### src/rtl/led_pattern_gen.sv
// LED pattern generator: prescaled rotate-left / rotate-right / ping-pong / flash
// pattern steered onto one of N_CH colour channels, with a tick strobe for probing.
module led_pattern_gen #(
    parameter int NB_LEDS    = 4,
    parameter int NB_COUNTER = 32,
    parameter int BASE_COUNT = 2**24,
    parameter int NB_RATE    = 2,
    parameter int N_CH       = 3,
    parameter int NB_CH      = 2
) (
    input  logic                      clock,
    input  logic                      i_reset,
    input  logic                      i_enable,
    input  logic [NB_RATE-1:0]        i_rate,
    input  logic [1:0]                i_mode,
    input  logic [NB_CH-1:0]          i_ch_sel,
    output logic [N_CH*NB_LEDS-1:0]   o_led,
    output logic                      o_tick,
    output logic                      o_dir
);

    localparam logic [1:0] MODE_ROL   = 2'b00;
    localparam logic [1:0] MODE_ROR   = 2'b01;
    localparam logic [1:0] MODE_PP    = 2'b10;
    localparam logic [1:0] MODE_FLASH = 2'b11;

    logic [NB_COUNTER-1:0] counter;
    logic [NB_COUNTER-1:0] limit;
    logic [NB_LEDS-1:0]    pattern;
    logic [NB_LEDS-1:0]    pattern_nxt;
    logic                  dir;
    logic                  dir_nxt;
    logic [1:0]            mode_q;
    logic                  tick;
    logic                  run_q;
    logic                  mode_chg;
    logic                  tick_due;

    // Rate is sampled every cycle; >= lets a lowered rate fire right away
    // instead of wrapping the counter.
    assign limit    = (NB_COUNTER'(BASE_COUNT) << i_rate) - NB_COUNTER'(1);
    assign tick_due = (counter >= limit);
    assign mode_chg = (i_mode != mode_q);

    // Next pattern and ping-pong direction for the current mode on a tick
    always_comb begin
        pattern_nxt = pattern;
        dir_nxt     = dir;
        case (mode_q)
            MODE_ROL: pattern_nxt = {pattern[NB_LEDS-2:0], pattern[NB_LEDS-1]};
            MODE_ROR: pattern_nxt = {pattern[0], pattern[NB_LEDS-1:1]};
            MODE_PP: begin
                if (!dir) begin
                    pattern_nxt = pattern << 1;
                    if (pattern_nxt[NB_LEDS-1]) dir_nxt = 1'b1;
                end else begin
                    pattern_nxt = pattern >> 1;
                    if (pattern_nxt[0]) dir_nxt = 1'b0;
                end
            end
            MODE_FLASH: pattern_nxt = ~pattern;
            default: pattern_nxt = pattern;
        endcase
    end

    // Prescaler, pattern, direction and mode tracking; a mode change beats a due tick.
    // run_q keeps the LEDs dark until the first edge after reset release.
    always_ff @(posedge clock or negedge i_reset) begin
        if (!i_reset) begin
            counter <= '0;
            pattern <= NB_LEDS'(1);
            dir     <= 1'b0;
            mode_q  <= MODE_ROL;
            tick    <= 1'b0;
            run_q   <= 1'b0;
        end else begin
            run_q <= 1'b1;
            tick  <= 1'b0;
            if (i_enable) begin
                mode_q <= i_mode;
                if (mode_chg) begin
                    pattern <= (i_mode == MODE_FLASH) ? '0 : NB_LEDS'(1);
                    dir     <= 1'b0;
                    counter <= '0;
                end else if (tick_due) begin
                    pattern <= pattern_nxt;
                    dir     <= dir_nxt;
                    counter <= '0;
                    tick    <= 1'b1;
                end else begin
                    counter <= counter + NB_COUNTER'(1);
                end
            end
        end
    end

    // Steer the pattern to the selected channel; out-of-range selects leave all dark
    always_comb begin
        o_led = '0;
        for (int c = 0; c < N_CH; c++) begin
            if (run_q && (i_ch_sel == NB_CH'(c))) begin
                o_led[c*NB_LEDS +: NB_LEDS] = pattern;
            end
        end
    end

    assign o_tick = tick;
    assign o_dir  = dir;

endmodule

### config.mk
export PLATFORM = sky130hd
export DESIGN_NAME = led_pattern_gen
export DESIGN_NICKNAME = d
export VERILOG_FILES = /design/src/rtl/led_pattern_gen.sv
export SDC_FILE = /design/constraint.sdc
export NUM_CORES = 1
export LEC_CHECK = 0
export ABC_CLOCK_PERIOD_IN_PS = 3200
export CORE_MARGIN = 2
export CORE_UTILIZATION = 50
export DETAILED_ROUTE_END_ITERATION = 10
export PLACE_DENSITY_LB_ADDON = 0.05
export SYNTH_ARGS = -nofsm -noshare
export SYNTH_HDL_FRONTEND = slang
export SYNTH_SLANG_ARGS = --single-unit
### constraint.sdc
create_clock -name clock -period 3.2 [get_ports clock]
set_clock_uncertainty 0.05 [all_clocks]
set_input_delay 0.64 -clock clock [delete_from_list [all_inputs] [get_ports clock]]
set_output_delay 0.64 -clock clock [all_outputs]
set_load 0.01 [all_outputs]
==> flow_metrics.env <==
export IMPL_clock_path_buffers=2
export IMPL_relative_slew_slack_pct=39.5
export IMPL_grt_first_pass_wirelength_um=8760
export IMPL_unrepaired_setup_endpoints_after_global_routing="no"
export IMPL_synth_area_leader_cell="dfrtp_1"
export IMPL_drc_errors=0
export IMPL_worst_hold_check_path_type="primary input to async pin"
export IMPL_netlist_top_cells_area="dfrtp_1 (43%), xor2_1 (7.5%), nor2_1 (6.7%)"
export IMPL_setup_tns_final_ns=0
export IMPL_final_max_slew_violation_count=0
export IMPL_syn_to_final_growth_pct=18.2
export IMPL_floorplan_initialDensity_pct=52.6
export IMPL_reg2reg_slack_ns=0.95
export IMPL_post_synth_top_count_cell="nor2_1"
export IMPL_gp_congestion=0.817
export IMPL_routed_via_count=1881
export IMPL_crit_path_capture_type="output port"
export IMPL_critical_path_reg2reg_endpoint="pattern[0]"
export IMPL_die_height_um=72.4
export IMPL_cts_num_sinks=41
export IMPL_leakagePower_nw=1.19
export IMPL_power_per_cell_area_nw_per_um2=413
export IMPL_multiInputGateArea_um2=1240
export IMPL_cap_viol_max_count=0
export IMPL_final_setup_violations=0
export IMPL_worstSetupStartpoint="i_ch_sel[0]"
export IMPL_detailed_place_area_um2=2630
export IMPL_first_global_vias=1829
export IMPL_path_max_fanout=6
export IMPL_synthesized_area_um2=2340
export IMPL_synth_enable_flop_cells=0
export IMPL_finalHoldViolations=0
export IMPL_drtAntennaViolNets=0
export IMPL_status="completed"
export IMPL_clk_pin_slew_ns=0.08
export IMPL_fin_nets=299
export IMPL_global_route_overflow_total=0
export IMPL_dr_pass1_iters=4
export IMPL_worst_r2r_startpoint="counter[30]"
export IMPL_filler_cell_count=388
export IMPL_async_flop_share_pct=100
export IMPL_synth_main_ff_cell="dfrtp_1"
export IMPL_die_area_um2=5240
export IMPL_clk_insertion_delay_late_ns=0.29
export IMPL_area_inside_the_core_boundary_um2=4440
export IMPL_fp_dieW_um=72.4
export IMPL_clk_root_buffer_cell="clkbuf_8"
export IMPL_rows=24
export IMPL_timing_final_crit_period_ns=2.75
export IMPL_dr_first_iter_drc_count=134
export IMPL_period_share_pct=86.1
export IMPL_netlist_cell_type_count=42
export IMPL_wl_per_cell_um=14.8
export IMPL_maxClockFrequency_mhz=363
export IMPL_stdcell_area_um2=2770
export IMPL_synth_cells_most_frequent="nor2_1 (42), dfrtp_1 (40), nand2_1 (24)"
export IMPL_tritoncts_num_buffers=5
export IMPL_irDropWorstVdd_uv=279
export IMPL_antenna_found_initial=0
export IMPL_post_cts_setup_buffers=0
export IMPL_cts_htree_levels=2
export IMPL_critical_path_class="primary input to output port"
export IMPL_post_synthesis_mean_instance_area_um2=9.10
export IMPL_post_route_cells_drive_above_1_share_pct=8.39
export IMPL_cp_endpoint="o_led[11]"
export IMPL_seq_area_um2=1030
export IMPL_cts_hold_buffers=0
export IMPL_wl_um=5020
export IMPL_synth_cells=257
export IMPL_viasPerCell=5.57
export IMPL_worst_endpoint_arrival_ns=2.06
export IMPL_worstPathRequired_ns=2.51
export IMPL_number_of_synthesized_register_bits=41
export IMPL_rr_worst_depth=5
export IMPL_count_of_port_buffers_added_during_placement=22
export IMPL_dpl_hpwl_um=3650
export IMPL_yosys_warnings=0
export IMPL_yosys_area_top_type_share_pct=42.8
export IMPL_crit_path_start_kind="primary input"
export IMPL_boundaryPins=23
export IMPL_yosysSeqAreaShare_pct=43.9
export IMPL_max_slew_worst_pin_slew_ns=0.907
export IMPL_cts_resized=0
export IMPL_globalRouteTotalUtil_pct=21.2
export IMPL_antenna_cells=0
export IMPL_cts_tree="done"
export IMPL_largest_net_degree_at_the_start_of_global_routing=42
==> worst min-delay path by stage <==
| stage | slack [ns] | start | end |
|---|---|---|---|
| detailed placement | 0.45 | counter[31] | counter[31] |
| global placement | 0.44 | counter[31] | counter[31] |
| finish | 0.43 | i_reset | counter[20] |
| floorplan | 0.29 | i_reset | counter[0] |
| global route | 0.49 | counter[31] | counter[31] |
| CTS | 0.46 | i_reset | counter[19] |
==> power by group <==
part / internal (mW) / switching [mW] / total [mW]
combinational: 0.0471 / 0.0598 / 0.107
clock: 0.310 / 0.176 / 0.486
sequential: 0.531 / 0.0192 / 0.550
==> final cells by class <==
type	instances	area share, %
clock buffers	5	2.49
clock inverters	3	2.35
inverters	9	1.22
multi-input cells	201	44.8
flip-flops and latches	41	37.1
well taps	52	2.35
repair buffers	27	9.59
==> layout by cell type, fill, tap and decap left out, types with 9 or more instances in the layout <==
master and n:
xor2_1 20, nand2_1 24, inv_1 9, nor2_1 42, and3_1 9, nand4_1 12, dfrtp_1 40, nor3_1 9
clkdlybuf4s50_1 21, nand3_1 13, o21ai_0 10
==> registers in the layout, indices dropped and copies added (netlist names) <==
signal / flops
pattern: 4
o_dir: 1
counter: 32
mode_q: 2
run_q: 1
o_tick: 1
==> layer usage <==
layer | track usage, % | share of wire, % | routed length, µm
met5 | 0 | 0 | 0
met4 | 3.70 | 0.60 | 30
met3 | 4.31 | 4.3 | 218
met2 | 31.6 | 42 | 2110
met1 | 32.3 | 53 | 2660
==> logic make-up after synthesis <==
group           count (synthesis)  share of synthesized area (%)
flops                          41                           43.9
xor+xnor                       25                           9.36
buf+inv                        16                           3.26
simple gates                  127                           27.1
compound gates                 35                           10.3
fa+ha+maj                       5                           2.67
other cells                     1                          0.160
mux                             7                           3.21
==> per-stage QoR <==
step	power [mW]	setup slack, ns	hold slack (ns)	cells	util [%]
6_report	1.14	0.445	0.426	338	62.2
5_1_grt	1.19	0.366	0.485	338	62.2
4_1_cts	1.15	0.442	0.459	338	62.2
3_5_place_dp	0.668	0.292	0.452	330	59.2
3_3_place_gp	0.667	0.339	0.443	330	59.2
2_1_floorplan	0.623	0.968	0.294	258	-
==> critical path: stages <==
cell and delay (ns):
clkdlybuf4s50_1 0.49, nand2b_1 0.24, nor2_1 0.13, clkdlybuf4s50_1 0.56
Note: power is estimated with default switching activity, not from simulation.
